==> src/rtl/acc_req_scheduler.sv <==
// Shares one accelerator port between NumReq requesters.
// Round-robin grant, per-requester credits, ID-based response routing.
module acc_req_scheduler #(
  parameter int unsigned NumReq         = 4,
  parameter int unsigned DataWidth      = 32,
  parameter int unsigned AddrWidth      = 4,
  parameter int unsigned IdWidth        = 5,
  parameter int unsigned MaxOutstanding = 4,
  localparam int unsigned IdxWidth =
    (NumReq > 1) ? $clog2(NumReq) : 1,
  localparam int unsigned ExtIdWidth = IdWidth + IdxWidth,
  localparam int unsigned CntWidth   = $clog2(MaxOutstanding + 1)
) (
  input  logic                          clk,
  input  logic                          rst_n,
  input  logic [NumReq-1:0]             req_valid_i,
  output logic [NumReq-1:0]             req_ready_o,
  input  logic [NumReq*AddrWidth-1:0]   req_addr_i,
  input  logic [NumReq*IdWidth-1:0]     req_id_i,
  input  logic [NumReq*DataWidth-1:0]   req_data_i,
  output logic                          acc_req_valid_o,
  input  logic                          acc_req_ready_i,
  output logic [AddrWidth-1:0]          acc_req_addr_o,
  output logic [ExtIdWidth-1:0]         acc_req_id_o,
  output logic [DataWidth-1:0]          acc_req_data_o,
  input  logic                          acc_rsp_valid_i,
  output logic                          acc_rsp_ready_o,
  input  logic [ExtIdWidth-1:0]         acc_rsp_id_i,
  input  logic [DataWidth-1:0]          acc_rsp_data_i,
  output logic [NumReq-1:0]             rsp_valid_o,
  input  logic [NumReq-1:0]             rsp_ready_i,
  output logic [IdWidth-1:0]            rsp_id_o,
  output logic [DataWidth-1:0]          rsp_data_o,
  output logic [NumReq*CntWidth-1:0]    outstanding_o,
  output logic                          err_o
);

  typedef logic [CntWidth-1:0] cnt_t;
  typedef logic [IdxWidth-1:0] idx_t;

  logic [NumReq-1:0][AddrWidth-1:0] addr_arr;
  logic [NumReq-1:0][IdWidth-1:0]   id_arr;
  logic [NumReq-1:0][DataWidth-1:0] data_arr;

  assign addr_arr = req_addr_i;
  assign id_arr   = req_id_i;
  assign data_arr = req_data_i;

  cnt_t [NumReq-1:0]     cnt_q, cnt_d;
  idx_t                  prio_q, prio_d;
  logic                  out_valid_q, out_valid_d;
  logic [AddrWidth-1:0]  addr_q, addr_d;
  logic [ExtIdWidth-1:0] id_q, id_d;
  logic [DataWidth-1:0]  data_q, data_d;
  logic                  err_q, err_d;

  logic [NumReq-1:0] elig;
  idx_t              gnt_idx;
  idx_t              cand;
  logic              gnt_vld;
  logic              load;
  logic              req_hs;
  idx_t              rsp_idx;
  logic              rsp_in_range;
  logic              rsp_cnt_zero;
  logic              rsp_bad;
  logic              rsp_hs;

  // Eligible: requesting and below the credit limit
  always_comb begin
    elig = '0;
    for (int r = 0; r < NumReq; r++) begin
      elig[r] = req_valid_i[r] &&
                (cnt_q[r] < cnt_t'(MaxOutstanding));
    end
  end

  // Round-robin search starting at prio_q
  always_comb begin
    gnt_vld = 1'b0;
    gnt_idx = '0;
    cand    = '0;
    for (int i = 0; i < NumReq; i++) begin
      cand = idx_t'((32'(prio_q) + i) % NumReq);
      if (!gnt_vld && elig[cand]) begin
        gnt_vld = 1'b1;
        gnt_idx = cand;
      end
    end
  end

  assign load   = !out_valid_q || acc_req_ready_i;
  assign req_hs = gnt_vld && load && !rst_n;

  // Only the winner sees ready, and only when the register can load
  always_comb begin
    req_ready_o = '0;
    if (req_hs) req_ready_o[gnt_idx] = 1'b1;
  end

  // Output register, pointer advance and drain
  always_comb begin
    out_valid_d = out_valid_q;
    addr_d      = addr_q;
    id_d        = id_q;
    data_d      = data_q;
    prio_d      = prio_q;
    if (req_hs) begin
      out_valid_d = 1'b1;
      addr_d      = addr_arr[gnt_idx];
      id_d        = {gnt_idx, id_arr[gnt_idx]};
      data_d      = data_arr[gnt_idx];
      prio_d      = (gnt_idx == idx_t'(NumReq - 1)) ?
                    '0 : gnt_idx + idx_t'(1);
    end else if (acc_req_ready_i) begin
      out_valid_d = 1'b0;
    end
  end

  assign rsp_idx = acc_rsp_id_i[ExtIdWidth-1:IdWidth];

  // Route the response; unknown or uncredited IDs are dropped
  always_comb begin
    rsp_in_range    = 1'b0;
    rsp_cnt_zero    = 1'b1;
    rsp_valid_o     = '0;
    acc_rsp_ready_o = 1'b1;
    for (int r = 0; r < NumReq; r++) begin
      if (rsp_idx == idx_t'(r)) begin
        rsp_in_range = 1'b1;
        rsp_cnt_zero = (cnt_q[r] == '0);
      end
    end
    rsp_bad = !rsp_in_range || rsp_cnt_zero;
    if (!rsp_bad) begin
      for (int r = 0; r < NumReq; r++) begin
        if (rsp_idx == idx_t'(r)) begin
          rsp_valid_o[r]  = acc_rsp_valid_i;
          acc_rsp_ready_o = rsp_ready_i[r];
        end
      end
    end
    rsp_hs = acc_rsp_valid_i && !rsp_bad && acc_rsp_ready_o;
    err_d  = acc_rsp_valid_i && rsp_bad;
  end

  assign rsp_id_o   = acc_rsp_id_i[IdWidth-1:0];
  assign rsp_data_o = acc_rsp_data_i;

  // Credit counters: grant adds, good response removes
  always_comb begin
    cnt_d = cnt_q;
    for (int r = 0; r < NumReq; r++) begin
      if ((req_hs && gnt_idx == idx_t'(r)) &&
          !(rsp_hs && rsp_idx == idx_t'(r))) begin
        cnt_d[r] = cnt_q[r] + cnt_t'(1);
      end else if (!(req_hs && gnt_idx == idx_t'(r)) &&
                   (rsp_hs && rsp_idx == idx_t'(r))) begin
        cnt_d[r] = cnt_q[r] - cnt_t'(1);
      end
    end
  end

  // State registers, cleared by the active-high async reset
  always_ff @(posedge clk or posedge rst_n) begin
    if (rst_n) begin
      out_valid_q <= 1'b0;
      addr_q      <= '0;
      id_q        <= '0;
      data_q      <= '0;
      prio_q      <= '0;
      cnt_q       <= '0;
      err_q       <= 1'b0;
    end else begin
      out_valid_q <= out_valid_d;
      addr_q      <= addr_d;
      id_q        <= id_d;
      data_q      <= data_d;
      prio_q      <= prio_d;
      cnt_q       <= cnt_d;
      err_q       <= err_d;
    end
  end

  assign acc_req_valid_o = out_valid_q;
  assign acc_req_addr_o  = addr_q;
  assign acc_req_id_o    = id_q;
  assign acc_req_data_o  = data_q;
  assign outstanding_o   = cnt_q;
  assign err_o           = err_q;

endmodule

==> config.mk <==
export PLATFORM = sky130hd
export DESIGN_NAME = acc_req_scheduler
export DESIGN_NICKNAME = d
export VERILOG_FILES = /design/src/rtl/acc_req_scheduler.sv
export SDC_FILE = /design/constraint.sdc
export NUM_CORES = 1
export LEC_CHECK = 0
export BUFFER_PORTS_ARGS = -buffer_cell sky130_fd_sc_hd__buf_2
export CAP_MARGIN = 20
export CORE_AREA = 8 8 117 119
export CTS_CLUSTER_DIAMETER = 120
export CTS_CLUSTER_SIZE = 30
export DETAILED_ROUTE_END_ITERATION = 6
export DIE_AREA = 0 0 125 127
export PLACE_DENSITY = 0.73
export SKIP_CTS_REPAIR_TIMING = 1
export SLEW_MARGIN = 20
export SYNTH_ARGS = -nofsm -noshare
export SYNTH_HDL_FRONTEND = slang
export SYNTH_SLANG_ARGS = --single-unit
==> constraint.sdc <==
create_clock -name clk -period 5.9 [get_ports clk]
set_clock_uncertainty 0.05 [all_clocks]
set_input_delay 0.59 -clock clk [delete_from_list [all_inputs] [get_ports clk]]
set_output_delay 0.59 -clock clk [all_outputs]
set_load 0.03 [all_outputs]
### Word level (Yosys, flattened, before mapping)

Cells that the tools add are included.

* RAM bits: 0
* flip-flop bits (word level): 59
* latch bits: 0
* memories kept: 0
* memory bits (read-only): 0
* logic and storage cells: 149

* reduce and logical (&&, ||, !) cells: 57
* magnitude comparators: 10
* multiply operators: 0
* equality and inequality tests: 6
* add/sub/neg operators: 12
* muxes and demuxes: 54
* bitwise gates (word level): 0
* divide/modulo/power cells: 0
* shift-type cells: 0

Operators with widths (number)
* binary-select mux 32 bit (select 2 bit): 1
* two-way mux 32 bit: 1
* logical AND 1 bit: 29
* two-way mux 1 bit: 28
* two-way mux 3 bit: 8
* zero test 1 bit: 15
* less-than comparator 2 x 3 -> 1 bit, second input constant: 5
* adder 3 x 1 -> 3 bit, second input constant: 4
* zero test 3 bit: 4
* less-than comparator 3 bit, second input constant: 4
* two-way mux 4 bit: 3
* subtractor 3 x 1 -> 3 bit, second input constant: 4
* binary-select mux 5 bit (select 2 bit): 1
* two-way mux 2 bit: 5
* nonzero test 2 bit: 5
* binary-select mux 1 bit (select 2 bit): 4
* binary-select mux 4 bit (select 2 bit): 1
* equality test 2 bit, second input constant: 4
* two-way mux 5 bit: 1
* adder 2 x 1 -> 2 bit, second input constant: 2
* adder 2 bit, second input constant: 2
* equality test 2 x 1 -> 1 bit, second input constant: 2
* zero test 2 bit: 2
* demux 1 bit (select 2 bit): 1
* other kinds (2): 3

### Longest topological paths before layout

* depth in word-level cells: 21
* depth in mapped cells: 14
* gate-level depth less buffers: 12

### Worst setup path before layout

OpenSTA, ideal clock, no wires.

* path type: in2reg
* from: in rst_n
* to: reg cnt_q, in the netlist outstanding_o[11]
* data required time: 5.769 ns
* arrival: 4.048 ns
* path buffers: 2
* slack: 1.722 ns
* stages on the path: 11
* library setup time: 0.081 ns
* cell sequence: inv_1 > and3_1 > clkbuf_1 > buf_2 > and2_1 > ha_1 > inv_1 > fa_1 > xor2_1 > nor2_1 > xor2_1

* word-level cells in the longest chain between the ends: 6

RTL lines
* start, declared: RTL line 15 `input logic rst_n,`
* zero test 1 bit (no line) *
* logical AND 1 bit *: RTL line 93 `assign req_hs = gnt_vld && load && !rst_n;`
* logical AND 1 bit *: RTL line 154, 157
* zero test 1 bit: RTL line 157 `end else if (!(req_hs && gnt_idx == idx_t'(r)) &&`
* logical AND 1 bit: RTL line 157
* nonzero test 2 bit (no line)
* end signal, assigned: RTL line 180 `cnt_q <= cnt_d;`
* end, declared: RTL line 49 `cnt_t [NumReq-1:0] cnt_q, cnt_d;`

Every way passes the cells marked *; elsewhere a longest branch is shown, timed or not.
A chain may end at the register's enable or synchronous reset.

### Worst setup path after layout

* from: reg cnt_q, in the netlist outstanding_o[11]
* to: out req_ready_o[3]

* word-level cells in the longest chain between the ends: 19

RTL lines
* less-than comparator 3 bit *: RTL line 74 `(cnt_q[r] < cnt_t'(MaxOutstanding));`
* logical AND 1 bit *: RTL line 73 `elig[r] = req_valid_i[r] &&`
* binary-select mux 1 bit (select 2 bit): RTL line 85 `if (!gnt_vld && elig[cand]) begin`
* two-way mux 1 bit (implied by the code): RTL line 85
* two-way mux 1 bit: RTL line 85
* zero test 1 bit: RTL line 85
* logical AND 1 bit: RTL line 85
* two-way mux 1 bit: RTL line 85
* [... 3 more ...]
* zero test 1 bit: RTL line 85
* logical AND 1 bit: RTL line 85
* two-way mux 2 bit: RTL line 85
* less-than comparator 2 x 3 -> 1 bit (implied by the code) / >= comparator 2 x 1 -> 1 bit (equally long branches): RTL line 98 `if (req_hs) req_ready_o[gnt_idx] = 1'b1;`
* logical AND 1 bit (implied by the code): RTL line 98
* two-way mux 1 bit (implied by the code): RTL line 98
* demux 1 bit (select 2 bit): RTL line 98
* two-way mux 4 bit *: RTL line 98
* end, declared: RTL line 17 `output logic [NumReq-1:0] req_ready_o,`

Every way passes the cells marked *; elsewhere a longest branch is shown, timed or not. The select of a mux whose other input is x is not followed.

==> run_summary.xml <==
<?xml version="1.0" encoding="UTF-8"?>
<metrics>
  <group name="setup_path">
    <metric name="timing.critical_path.to" unit="">req_ready_o[3]</metric>
    <metric name="cp.arrival" unit="ns">3.13</metric>
    <metric name="critPathLaunch" unit="">outstanding_o[11]$_DFFE_PP0P_</metric>
    <metric name="reg2reg_depth" unit="">13</metric>
    <metric name="timing.reg2reg.setup_slack" unit="ns">2.14</metric>
    <metric name="timing_worst_setup_path_type" unit="">reg -&gt; out</metric>
    <metric name="worst-endpoint-required" unit="ns">5.26</metric>
    <metric name="crit-reg2reg-capture" unit="">outstanding_o[11]$_DFFE_PP0P_</metric>
    <metric name="worstSetupEndpointType" unit="">primary output</metric>
    <metric name="largest_stage_delay_on_the_critical_path" unit="ns">0.55</metric>
    <metric name="timing.critical_path.from_type" unit="">flop</metric>
    <metric name="critPathSlowestCell" unit="">sky130_fd_sc_hd__nand4b_4</metric>
    <metric name="crit_fanout" unit="">43</metric>
    <metric name="path_cells" unit="">nand2b_1 -&gt; a2bb2oi_1 -&gt; nand4b_4 -&gt; buf_4 -&gt; inv_1 -&gt; ha_1 -&gt; and2_1 -&gt; buf_2</metric>
    <metric name="reg2reg_from" unit="">outstanding_o[11]$_DFFE_PP0P_</metric>
  </group>
  <group name="clock_network">
    <metric name="tritoncts.num_buffers" unit="">9</metric>
    <metric name="root_buffer" unit="">sky130_fd_sc_hd__clkbuf_16</metric>
    <metric name="clk_path_buf_depth" unit="">2</metric>
    <metric name="clock_sinks" unit="">59</metric>
    <metric name="ctsHtreeMaxLevel" unit="">3</metric>
    <metric name="clk-insertion-delay-late" unit="ns">0.32</metric>
    <metric name="clock_pin_transition_on_the_worst_setup_and_hold_timing_paths" unit="ns">0.05</metric>
    <metric name="cts_tree" unit="">done</metric>
  </group>
  <group name="timing">
    <metric name="finalHoldViolations" unit="">0</metric>
    <metric name="fin_tns_setup" unit="ns">0</metric>
    <metric name="maxClockFrequency" unit="GHz">0.265</metric>
    <metric name="worst-slew-pin-transition" unit="ns">0.925</metric>
    <metric name="timing.final.max_slew_violations" unit="">0</metric>
    <metric name="setup_repair_after_global_routing_missed_its_margin" unit="">false</metric>
    <metric name="timing.max_slew.rel_slack" unit="%">38.4</metric>
    <metric name="post-route-period-util" unit="%">63.9</metric>
    <metric name="timing.final.setup_violations" unit="">0</metric>
    <metric name="layout_min_cycle_time" unit="ns">3.77</metric>
  </group>
  <group name="grt">
    <metric name="total_congestion_overflow" unit="">0</metric>
    <metric name="initial_antenna_violation_count" unit="">0</metric>
    <metric name="grt_pass1_wl" unit="um">25300</metric>
    <metric name="via_count_of_the_first_global_routing_pass" unit="">4791</metric>
    <metric name="grt_max_degree" unit="">61</metric>
    <metric name="globalRouteTotalUtil" unit="%">19.6</metric>
  </group>
  <group name="drt">
    <metric name="antenna_violating_nets_post_route" unit="">0</metric>
    <metric name="post_drt_wl_per_cell" unit="um">19.6</metric>
    <metric name="route.detailed.drc" unit="">0</metric>
    <metric name="dr.first_iter.drc_count" unit="">307</metric>
    <metric name="route.vias.total" unit="">4578</metric>
    <metric name="length_of_the_first_detailed_routing_pass_in_iterations" unit="">5</metric>
    <metric name="vias_cell" unit="">5.62</metric>
    <metric name="wl" unit="um">16000</metric>
  </group>
  <group name="logic_synthesis">
    <metric name="yosysWarnings" unit="">0</metric>
    <metric name="synth-seq-area-share" unit="%">34.9</metric>
    <metric name="ys_types" unit="">45</metric>
    <metric name="netlist.top_cell.by_area" unit="">sky130_fd_sc_hd__dfrtp_1</metric>
    <metric name="syn-cell-area" unit="mm^2">0.00423</metric>
    <metric name="yosysTopAreaCellShare" unit="%">34.9</metric>
    <metric name="mappedNetlistNets" unit="">708</metric>
    <metric name="ys_seq_elements" unit="">59</metric>
    <metric name="avgSynthCellArea" unit="um^2">8.74</metric>
    <metric name="yosys-top-cells-area" unit="">sky130_fd_sc_hd__dfrtp_1, sky130_fd_sc_hd__a32oi_1, sky130_fd_sc_hd__a21o_1</metric>
    <metric name="post_synth_inst_count" unit="">484</metric>
  </group>
  <group name="pwr">
    <metric name="peak_ir_drop_on_the_vdd_network" unit="uV">213</metric>
    <metric name="pleak" unit="nW">2.57</metric>
    <metric name="p_per_area" unit="mW/mm^2">577</metric>
  </group>
  <group name="floorplan">
    <metric name="initial_core_util" unit="%">35.8</metric>
    <metric name="core_area" unit="mm^2">0.0118</metric>
    <metric name="design.die.area" unit="mm^2">0.0159</metric>
    <metric name="die-height" unit="um">127</metric>
    <metric name="number_of_rows_created_at_floorplan" unit="">40</metric>
    <metric name="i_o_pins" unit="">318</metric>
    <metric name="width_of_the_die" unit="um">125</metric>
  </group>
  <group name="finish">
    <metric name="num-fill-cells" unit="">1174</metric>
    <metric name="finalCoreUtilization" unit="%">46.4</metric>
    <metric name="insertedDiodeCount" unit="">0</metric>
    <metric name="fin_cells" unit="">814</metric>
    <metric name="nNetsFinal" unit="">887</metric>
    <metric name="final-seq-area" unit="mm^2">0.00148</metric>
    <metric name="area_growth" unit="%">29.5</metric>
    <metric name="area_of_the_multi_input_gates" unit="mm^2">0.00225</metric>
    <metric name="design_area" unit="mm^2">0.00548</metric>
    <metric name="post_route_cells_drive_above_1_share" unit="%">42.3</metric>
  </group>
  <group name="place">
    <metric name="gp_congestion" unit="">0.854</metric>
    <metric name="detailed_place.area" unit="mm^2">0.00522</metric>
    <metric name="hpwlAfterDp" unit="um">12100</metric>
    <metric name="placement.io_buffers" unit="">243</metric>
    <metric name="dpl.cell_count" unit="">799</metric>
  </group>
  <group name="min_path">
    <metric name="min-delay-start" unit="">outstanding_o[5]$_DFFE_PP0P_</metric>
    <metric name="worst_hold_path_type" unit="">reg -&gt; reg</metric>
  </group>
  <group name="run_status">
    <metric name="run_status" unit="">completed</metric>
  </group>
  <group name="job">
    <metric name="maxCapViolCount" unit="">0</metric>
  </group>
</metrics>
per-layer routing:
layer	vias up	wire, um	global-route usage, %
met5	-	0	0
met3	45	1400	5.12
li1	2126	-	-
met4	0	526	10.3
met1	2138	6120	21.6
met2	269	7930	34.3
cell families after synthesis:
group	after synthesis	share of synthesized area (%)
muxes	8	2.40
buffers and inverters	92	12.7
and+or+nand+nor	132	15.8
xor gates and xnor gates	12	2.48
DFF	59	34.9
AOI/OAI and AO/OA	172	28.3
adders and majority gates	9	3.37
cell usage after synthesis (all sizes together):
cell     count
a31oi       41
clkbuf      31
and3         5
nor3b        2
o311ai       1
a21o        41
nor3         3
or4b         1
o311a        1
a2bb2oi      1
o21ai       43
fa           4
buf         51
or4bb        1
nor2b        4
a32oi       41
o21a         1
nand2        6
mux2         7
nand4        3
nor4         3
inv         10
a21oi        1
nand3       43
a22o         1
dfrtp       59
ha           5
or4          1
nand2b       7
nand4b       2
xor2         8
xnor2        4
nor2        50
mux4         1
and2         1
state kept, by name, indices dropped and copies added (netlist names):
register and cells:
prio_q 2, acc_req_data_o 32, acc_req_valid_o 1, outstanding_o 12, err_o 1, acc_req_addr_o 4
acc_req_id_o 7
report_power, final:
group / switching (W) / internal [W] / total, W
logic: 0.00131 / 0.000626 / 0.00193
clock network: 0.000170 / 0.000290 / 0.000460
registers: 0.000161 / 0.000610 / 0.000771
cell type report:
type / instances / area share, %
clock buffers: 12 / 4.50
clock inverters: 3 / 0.274
inverters: 10 / 0.731
multi-input cells: 333 / 41.0
flip-flops and latches: 59 / 27.0
well taps: 147 / 3.36
repair buffers: 250 / 23.2
critical path, delay by kind of cell, from the launching register on:
kind	cells	cell delay, ns
and+or+nand+nor	3	1.01
buffers and inverters	3	0.87
DFF	1	0.45
AOI/OAI and AO/OA	1	0.29
adders and majority gates	1	0.14
through the flow:
stage | hold slack (ns) | setup WS (ns) | total power, W
after floorplan | 0.507 | 1.72 | 0.00220
after CTS | 0.455 | 2.16 | 0.00319
after global placement | 0.440 | 2.14 | 0.00265
after detailed placement | 0.462 | 2.01 | 0.00271
final | 0.468 | 2.13 | 0.00316
after global routing | 0.480 | 1.89 | 0.00339
worst min-delay path by stage:
stage / slack (ns) / to / cells after the start
floorplan: 0.51 / prio_q[0]$_DFFE_PP0P_ / 2
global placement: 0.44 / outstanding_o[5]$_DFFE_PP0P_ / 1
finish: 0.47 / outstanding_o[5]$_DFFE_PP0P_ / 1
global route: 0.48 / err_o$_DFF_PP0_ / 3
detailed placement: 0.46 / outstanding_o[5]$_DFFE_PP0P_ / 1
CTS: 0.46 / err_o$_DFF_PP0_ / 3
placed cells by master (no fill, tap or decap), types with 7 or more instances in the layout:
cell | netlist | layout
sky130_fd_sc_hd__nand2b_1 | 7 | 7
sky130_fd_sc_hd__a32oi_1 | 41 | 41
sky130_fd_sc_hd__inv_1 | 9 | 8
sky130_fd_sc_hd__o21ai_0 | 41 | 41
sky130_fd_sc_hd__xor2_1 | 8 | 8
sky130_fd_sc_hd__clkbuf_16 | 0 | 9
sky130_fd_sc_hd__mux2_2 | 7 | 7
sky130_fd_sc_hd__buf_2 | 4 | 243
sky130_fd_sc_hd__dfrtp_1 | 59 | 59
sky130_fd_sc_hd__nand3_1 | 43 | 43
sky130_fd_sc_hd__buf_4 | 38 | 7
sky130_fd_sc_hd__a31oi_1 | 41 | 41
sky130_fd_sc_hd__nor2_1 | 50 | 50
sky130_fd_sc_hd__a21o_1 | 41 | 41
Power figures use the tool's default switching activity.
